**config.mk**
```make
export PLATFORM = sky130hd
export DESIGN_NAME = led_scan_ctrl
export DESIGN_NICKNAME = d
export VERILOG_FILES = /design/src/rtl/led_scan_ctrl_pkg.sv /design/src/rtl/led_scan_ctrl_bintoled.sv /design/src/rtl/led_scan_ctrl.sv
export SDC_FILE = /design/constraint.sdc
export NUM_CORES = 1
export LEC_CHECK = 0
export CORE_ASPECT_RATIO = 1.25
export CORE_MARGIN = 3
export CORE_UTILIZATION = 25
export CTS_CLUSTER_DIAMETER = 60
export DETAILED_ROUTE_END_ITERATION = 8
export REMOVE_ABC_BUFFERS = 1
export SYNTH_ARGS = -nofsm -noshare
export SYNTH_HDL_FRONTEND = slang
export SYNTH_HIERARCHICAL = 1
export SYNTH_SLANG_ARGS = --single-unit
```
**constraint.sdc**
```tcl
create_clock -name i_clk -period 2.3 [get_ports i_clk]
set_input_delay 0.23 -clock i_clk [delete_from_list [all_inputs] [get_ports i_clk]]
set_output_delay 0.23 -clock i_clk [all_outputs]
set_load 0.05 [all_outputs]
```
**src/rtl/led_scan_ctrl_pkg.sv**
```systemverilog
// Purpose : shared constants and the scan state encoding for the LED scan controller.
// Latency : n/a (declarations only).
// Backpr. : n/a.
package led_scan_ctrl_pkg;

    localparam int NIB_W = 4;

    localparam logic [7:0] SEG_BLANK = 8'h00;
    localparam logic [7:0] SEG_DASH  = 8'h02;

    typedef enum logic {
        S_BLANK = 1'b0,
        S_SHOW  = 1'b1
    } scan_state_t;

endpackage

```
**src/rtl/led_scan_ctrl_bintoled.sv**
```systemverilog
// Purpose : 4-bit nibble to 7-segment pattern (a..g,dp; bit7 = a; 1 = lit).
// Latency : combinational.
// Backpr. : none.
// Ports   : i_bin - nibble in; o_seg - segment pattern, 10..15 shown as a dash, dp always 0.
module bintoled
    import led_scan_ctrl_pkg::*;
(
    input  logic [NIB_W-1:0] i_bin,
    output logic [7:0]       o_seg
);

    always_comb begin
        o_seg = SEG_DASH;
        case (i_bin)
            4'd0: o_seg = 8'b1111_1100;
            4'd1: o_seg = 8'b0110_0000;
            4'd2: o_seg = 8'b1101_1010;
            4'd3: o_seg = 8'b1111_0010;
            4'd4: o_seg = 8'b0110_0110;
            4'd5: o_seg = 8'b1011_0110;
            4'd6: o_seg = 8'b1011_1110;
            4'd7: o_seg = 8'b1110_0000;
            4'd8: o_seg = 8'b1111_1110;
            4'd9: o_seg = 8'b1111_0110;
            default: o_seg = SEG_DASH;
        endcase
    end

endmodule

```
**src/rtl/led_scan_ctrl.sv**
```systemverilog
// Purpose : time-multiplexes one bintoled decoder over DIGITS common-cathode digits,
//           with a double-buffered value swapped only at frame boundaries.
// Latency : seg/dig_sel are registered, one cycle behind state/idx; a load shows from digit 0 of the next frame.
// Backpr. : none; load is always accepted, a later load before the boundary overwrites the earlier one.
// Ports   : i_clk, i_rst (sync, active-high), i_load strobe + i_value (nibble k = digit k),
//           i_lzb leading-zero blanking; o_seg, o_dig_sel one-hot, o_upd_ack pulse, o_pend.
module led_scan_ctrl
    import led_scan_ctrl_pkg::*;
#(
    parameter int DIGITS    = 4,
    parameter int DIV       = 1000,
    parameter int BLANK_CYC = 2
) (
    input  logic                      i_clk,
    input  logic                      i_rst,
    input  logic                      i_load,
    input  logic [NIB_W*DIGITS-1:0]   i_value,
    input  logic                      i_lzb,
    output logic [7:0]                o_seg,
    output logic [DIGITS-1:0]         o_dig_sel,
    output logic                      o_upd_ack,
    output logic                      o_pend
);

    localparam int CNT_W = $clog2(DIV);
    localparam int IDX_W = $clog2(DIGITS);

    localparam logic [CNT_W-1:0] CNT_LAST = CNT_W'(DIV - 1);
    localparam logic [CNT_W-1:0] BLK_LAST = CNT_W'(BLANK_CYC - 1);
    localparam logic [IDX_W-1:0] IDX_LAST = IDX_W'(DIGITS - 1);

    logic [CNT_W-1:0]          r_cnt;
    logic [IDX_W-1:0]          r_idx;
    scan_state_t               r_state;
    scan_state_t               w_state_nxt;
    logic [NIB_W*DIGITS-1:0]   r_active;
    logic [NIB_W*DIGITS-1:0]   r_pending;
    logic                      r_pend;
    logic                      r_upd_ack;
    logic [7:0]                r_seg;
    logic [DIGITS-1:0]         r_dig_sel;

    logic                      w_tick;
    logic                      w_boundary;
    logic [NIB_W-1:0]          w_nib;
    logic [7:0]                w_dec;
    logic [DIGITS-1:0]         w_lz_mask;
    logic [7:0]                w_seg_nxt;
    logic [DIGITS-1:0]         w_dig_nxt;

    // Bit k set when digit k is a leading zero: it and every nibble above it are 0.
    // Digit 0 is never blanked so a zero value still shows "0".
    function automatic logic [DIGITS-1:0] lz_mask(input logic [NIB_W*DIGITS-1:0] v);
        logic [DIGITS-1:0] m;
        logic              seen_nz;
        m       = '0;
        seen_nz = 1'b0;
        for (int k = DIGITS - 1; k >= 1; k--) begin
            if (v[k*NIB_W +: NIB_W] != '0) begin
                seen_nz = 1'b1;
            end
            m[k] = !seen_nz;
        end
        return m;
    endfunction

    assign w_tick     = (r_cnt == CNT_LAST);
    assign w_boundary = w_tick && (r_idx == IDX_LAST);

    // Prescaler and digit index.
    always_ff @(posedge i_clk) begin
        if (i_rst) begin
            r_cnt <= '0;
            r_idx <= '0;
        end else begin
            r_cnt <= w_tick ? '0 : r_cnt + 1'b1;
            if (w_tick) begin
                r_idx <= (r_idx == IDX_LAST) ? '0 : r_idx + 1'b1;
            end
        end
    end

    // FSM: state register.
    always_ff @(posedge i_clk) begin
        if (i_rst) begin
            r_state <= S_BLANK;
        end else begin
            r_state <= w_state_nxt;
        end
    end

    // FSM: next state. Blank for the first BLANK_CYC counts of a slot, show for the rest.
    always_comb begin
        w_state_nxt = r_state;
        case (r_state)
            S_BLANK: if (r_cnt == BLK_LAST) w_state_nxt = S_SHOW;
            S_SHOW:  if (w_tick)            w_state_nxt = S_BLANK;
            default: w_state_nxt = S_BLANK;
        endcase
    end

    // Single shared decoder, fed by the active nibble of the current slot.
    assign w_nib     = r_active[{r_idx, 2'b00} +: NIB_W];
    assign w_lz_mask = lz_mask(r_active);

    bintoled u_dec (
        .i_bin (w_nib),
        .o_seg (w_dec)
    );

    // FSM: outputs. A suppressed leading zero keeps its digit enable so slot timing is unchanged.
    always_comb begin
        w_seg_nxt = SEG_BLANK;
        w_dig_nxt = '0;
        if (r_state == S_SHOW) begin
            w_dig_nxt[r_idx] = 1'b1;
            w_seg_nxt        = (i_lzb && w_lz_mask[r_idx]) ? SEG_BLANK : w_dec;
        end
    end

    always_ff @(posedge i_clk) begin
        if (i_rst) begin
            r_seg     <= SEG_BLANK;
            r_dig_sel <= '0;
        end else begin
            r_seg     <= w_seg_nxt;
            r_dig_sel <= w_dig_nxt;
        end
    end

    // Double buffer. A load on the boundary cycle bypasses pending straight into active.
    always_ff @(posedge i_clk) begin
        if (i_rst) begin
            r_active  <= '0;
            r_pending <= '0;
            r_pend    <= 1'b0;
            r_upd_ack <= 1'b0;
        end else begin
            r_upd_ack <= 1'b0;
            if (w_boundary) begin
                if (i_load) begin
                    r_active  <= i_value;
                    r_pend    <= 1'b0;
                    r_upd_ack <= 1'b1;
                end else if (r_pend) begin
                    r_active  <= r_pending;
                    r_pend    <= 1'b0;
                    r_upd_ack <= 1'b1;
                end
            end else if (i_load) begin
                r_pending <= i_value;
                r_pend    <= 1'b1;
            end
        end
    end

    assign o_seg     = r_seg;
    assign o_dig_sel = r_dig_sel;
    assign o_upd_ack = r_upd_ack;
    assign o_pend    = r_pend;

endmodule

```
---- Word level (Yosys, flattened, before mapping) ----
Memories as Yosys holds them, arrays and structs flattened. A register that Yosys moved wholly into a read port is not among the register bits.
Cells that the tools add are included.
cells by class
  $add $sub $neg .......................... 2
  $lt $le $gt $ge ......................... 2
  equality and inequality tests ........... 3
  shifts and indexed selects .............. 1
  muxes and demuxes ....................... 15
  bitwise operators ....................... 2
  reductions and logical operators ........ 17
operators with widths
  kind                                                                                  number
  16-bit 2-to-1 mux                                                                     2
  16-bit by 5-bit indexed part select with 4-bit output                                 1
  4-bit nonzero test                                                                    3
  10-bit by 1-bit adder with 10-bit output (second input constant)                      1
  10-bit by 1-bit equality test with 1-bit output (second input constant)               1
  10-bit equality test (second input constant)                                          1
  1-bit 2-to-1 mux                                                                      9
  2-bit OR reduction                                                                    4
  2-bit AND reduction                                                                   2
  1-bit logical AND                                                                     3
  1-bit logical NOT                                                                     3
  2-bit by 3-bit < comparator with 1-bit output (second input constant)                 1
  3-bit OR reduction                                                                    1
  2-bit by 1-bit adder with 2-bit output (second input constant)                        1
  1-bit binary-select mux with 2-bit select                                             1
  1-bit demux with 2-bit select                                                         1
  2-bit equality test (second input constant)                                           1
  2-bit by 1-bit greater-or-equal comparator with 1-bit output (second input constant)  1
  2-bit 2-to-1 mux                                                                      1
  1-bit inverter                                                                        2
  1-bit one-hot mux with 2 select lines                                                 1
  2-bit nonzero test                                                                    1
storage, ports and cells
  bits in registers ....................... 59
  ROM bits ................................ 112
  bits of input ports ..................... 20
  output and inout bits ................... 14
  logic and storage cells ................. 52
  memories kept ........................... 1
memory list
  memory           depth  bits a word  rd ports  clocked after memory_dff  write ports  line                          text
  (no name shown)  16     7            1         1                         0            led_scan_ctrl_bintoled.sv:14  case (i_bin)

---- Logic depth before layout (Yosys ltp) ----
  word-level depth ........................ 9
  gate-level depth with buffers ........... 8

---- Hierarchy ----
The synthesis kept the hierarchy.
modules (own cells, without submodules)
  module         instances  cells each  area an instance (um^2)
  led_scan_ctrl  1          243         2451.1
  bintoled       1          31          239.0

---- Least setup slack after synthesis ----
No wires, ideal clock.
  path kind ............................... flip-flop to flip-flop
  start point ............................. register r_idx[0]
  end point ............................... register r_seg[4] (netlist: o_seg[4])
  library setup time ...................... 65 ps
  arrival time ............................ 1980 ps
  slack ................................... 254 ps
  stages on the path, launching flop included .. 8
  path buffers ............................ 1
  path through ............................ dfxtp_1 > clkbuf_1 > mux4_2 > ha_1 > mux2_2 > o22ai_1 > nand2_1 > nor2_1
on the way
  elaborated cells between the ends (all ways) .. 5
  those cells by class .................... shift: 1; mux: 2; reduce/logical: 2
RTL lines
  what                                                   line                  text
  start: declaration                                     led_scan_ctrl.sv:33   logic [IDX_W-1:0] r_idx;
  start signal: assignment                               led_scan_ctrl.sv:78   r_idx <= (r_idx == IDX_LAST) ? '0 : r_idx + 1'b1;
  16-bit by 5-bit indexed part select with 4-bit output  led_scan_ctrl.sv:103  assign w_nib = r_active[{r_idx, 2'b00} +: NIB_W];
  named net w_nib[0]                                     led_scan_ctrl.sv:45   logic [NIB_W-1:0] w_nib;
  end: declaration                                       led_scan_ctrl.sv:40   logic [7:0] r_seg;
The timed path passes the listed nets, and every way through them passes these cells. The select of a mux whose other input is x is not followed.
A chain may end at the register's enable or synchronous reset.

---- Worst setup path in the final report ----
  start point ............................. register r_idx[0]
  end point ............................... register r_pending[3]
on the way
  longest elaborated chain between the ends .. 4
ends and longest elaborated chain
  what                                  line                  text
  2-bit equality test                   led_scan_ctrl.sv:68   assign w_boundary = w_tick && (r_idx == IDX_LAST);
  1-bit logical AND                     led_scan_ctrl.sv:68
  1-bit inverter (no source line)       -
  2-bit AND reduction (no source line)  -
  end signal: assignment                led_scan_ctrl.sv:151  r_pending <= i_value;
  end: declaration                      led_scan_ctrl.sv:37   logic [NIB_W*DIGITS-1:0] r_pending;
No other way between the ends.

==> results_dict.tcl <==
set metrics [dict create \
    clockBufferDepth 2 \
    drtAntennaViolNets 0 \
    p_sw_frac 0.200 \
    cts_setup_buffers 0 \
    cts_tree "done" \
    endpoint "r_pending[3]" \
    die_y_um 122 \
    fmax_mhz 478 \
    r2r_cells 6 \
    wire_per_inst_um 11.8 \
    ctsResizeCount 0 \
    cpLargestDelayFamily "flip-flops" \
    synth_seq_area_share 0.439 \
    drt-total-wl_um 5230 \
    drc_errors 0 \
    finalPower_uw 2800 \
    cts_num_sinks 59 \
    critPathMaxFanout 16 \
    max-cap-violations 0 \
    nets 342 \
    timing_worst_setup_path_type "reg -> reg" \
    cp_cell_sequence "ha_1, inv_1, o41ai_4, buf_4, mux2i_1, nor2_1" \
    cts-root-buf "clkbuf_16" \
    netlist_area_um2 2690 \
    place_area_um2 3150 \
    fillCellCount 1032 \
    cp.required_ps 2500 \
    vias_per_cell 4.36 \
    first_pass_iters 4 \
    place.port_buffers 33 \
    syn_to_final_growth_pct 29.9 \
    r2r_end "r_pending[3]" \
    power_leakage_uw 0.00140 \
    p_per_area_nw_per_um2 801 \
    min_path_type "reg -> reg" \
    fin_crit_sh 0.910 \
    synth_cell_type_count 39 \
    setup_violations 0 \
    globalRouteOverflowTotal 0 \
    worst_setup_path_end_kind "flip-flop" \
    rr_startpoint "r_idx[0]" \
    ys_ff_latch 59 \
    p_clk_frac 0.541 \
    globalplace.congestion 0.732 \
    rsz0062_at_grt "false" \
    grt_pass1_wl_um 8960 \
    dieArea_um2 12000 \
    detailed_place_hpwl_um 3800 \
    fin_crit_ps 2090 \
    rows 41 \
    clock_latency_ps 320 \
    antenna_found_initial 0 \
    worst-path-buf-inv 2 \
    cts_made_buffers 9 \
    slowest_stage "dfxtp_1" \
    synth-edff-count 0 \
    holdPathStages 1 \
    critPathLaunch "r_idx[0]" \
    antenna_cells 0 \
    regArea_um2 1180 \
    max_stage_delay_ps 600 \
    avgSynthCellArea_um2 9.82 \
    pwr-share-seq 0.385 \
    clkTransAtPathRegs_ps 50 \
    grt_pass1_vias 1954 \
    switchingPower_uw 561 \
    boundaryPins 34 \
    worstPathArrival_ps 2290 \
    initial_core_util 0.261 \
    internal_power_uw 2240 \
    fp.dieW_um 98.8 \
    synthCells 274 \
    core-area_um2 10300 \
    worstMarginPinSlew_ps 592 \
    cp.depth 6 \
    status "finished clean" \
    slew_headroom 0.605 \
    synthFlopType "dfxtp_1" \
    grt_max_degree 37 \
    p_comb_frac 0.075 \
    drive_gt1_frac 0.111 \
    ff2ff_setup_slack_ps 210 \
    holdBufCountCts 0 \
    multi_input_area_um2 1380 \
    grt.total_usage 0.0944 \
    final_max_slew_viol_count 0 \
    final_area_um2 3490 \
    fin_skew_ps 5.30 \
    synthArstFlopShare 0 \
    startpoint_type "flip-flop" \
    drtIter0Drc 92 \
    htree_levels 3 \
    synth_warnings 6 \
    num_vias 1935 \
    ir_drop_mv 0.305 \
    hold_violations 0 \
    setup-tns-final_ps 0 \
]
## per-layer routing
layer	wire length [um]	global-route usage	vias to the layer above	part of all wire
met5	0	0	-	0
met4	135	0.0632	0	0.026
met3	213	0.0275	6	0.041
met2	2550	0.156	40	0.49
met1	2330	0.105	871	0.45
li1	-	-	1018	-
## stage by stage
stage | utilization | hold WS, ps | setup slack [ps] | instances
3_3_place_gp | 0.306 | 446 | 280 | 428
6_report | 0.339 | 474 | 206 | 444
5_1_grt | 0.339 | 516 | 21.5 | 444
2_1_floorplan | - | 302 | 11.7 | 258
3_5_place_dp | 0.306 | 464 | 210 | 428
4_1_cts | 0.339 | 475 | 180 | 444
## logic make-up after synthesis
| kind of cell | Yosys count | synth area share |
|---|---|---|
| AO/OA/AOI/OAI | 32 | 0.0940 |
| AND/OR/NAND/NOR | 99 | 0.176 |
| buffers and inverters | 25 | 0.0465 |
| other | 1 | 0.00139 |
| flip-flops | 59 | 0.439 |
| multiplexers | 39 | 0.164 |
| XOR/XNOR | 7 | 0.0228 |
| adder cells (fa/ha/maj) | 12 | 0.0558 |
## cell type report
type	instances	area share
Multi-Input combinational cell	190	0.396
Sequential cell	59	0.338
Timing Repair Buffer	41	0.112
Clock buffer	11	0.0695
Tap cell	129	0.0462
Clock inverter	5	0.0287
Inverter	9	0.00967
## worst reg2reg max path: stages, from the launching register on
cell and delay (ps):
dfxtp_1 600, ha_1 330, inv_1 100, o41ai_4 330, buf_4 330, mux2i_1 230
nor2_1 50
## Yosys cell counts, types with 3 or more instances
master / number / share of area
dfxtp_1: 59 / 0.44
nor2_1: 56 / 0.078
mux2i_1: 34 / 0.13
a211oi_1: 17 / 0.047
nand2_1: 14 / 0.020
ha_1: 12 / 0.056
inv_1: 9 / 0.013
clkbuf_1: 7 / 0.0098
nor3_1: 5 / 0.0093
xnor2_1: 5 / 0.016
and2_1: 4 / 0.0093
buf_2: 4 / 0.0074
mux4_2: 4 / 0.033
nor2b_1: 4 / 0.0093
nor4_1: 4 / 0.0093
o21ai_0: 4 / 0.0074
buf_6: 3 / 0.013
nand3_1: 3 / 0.0056
o22ai_1: 3 / 0.0070
## power by group through the flow
stage	combinational (uW)	clock [uW]	sequential, uW
global placement	210	0	1100
CTS	212	1550	1080
finish	209	1510	1080
global route	229	1590	1080
floorplan	75.0	0	1130
detailed placement	211	0	1100
## state kept, by name (all words and copies together), names as in the netlist
register / flops
r_active: 16
r_pending: 16
r_cnt: 10
o_seg: 8
o_dig_sel: 4
r_idx: 2
o_pend: 1
o_upd_ack: 1
r_state: 1
## worst min-delay path by stage
stage,startpoint,to
6_report,r_cnt[0],r_cnt[0]
5_1_grt,r_cnt[0],r_cnt[0]
4_1_cts,r_cnt[0],r_cnt[0]
3_5_place_dp,r_cnt[0],r_cnt[0]
3_3_place_gp,r_cnt[0],r_cnt[0]
2_1_floorplan,i_rst,o_upd_ack
## cells in the final DEF (no fill, tap or decap), types with 5 or more instances in the layout
cell / instances
nand2_1: 14
mux2i_1: 34
inv_1: 9
a211oi_1: 17
clkdlybuf4s50_1: 33
nor3_1: 5
ha_1: 12
xnor2_1: 5
buf_4: 8
dfxtp_1: 59
nor2_1: 56
clkbuf_16: 9
Power figures use the tool's default switching activity.
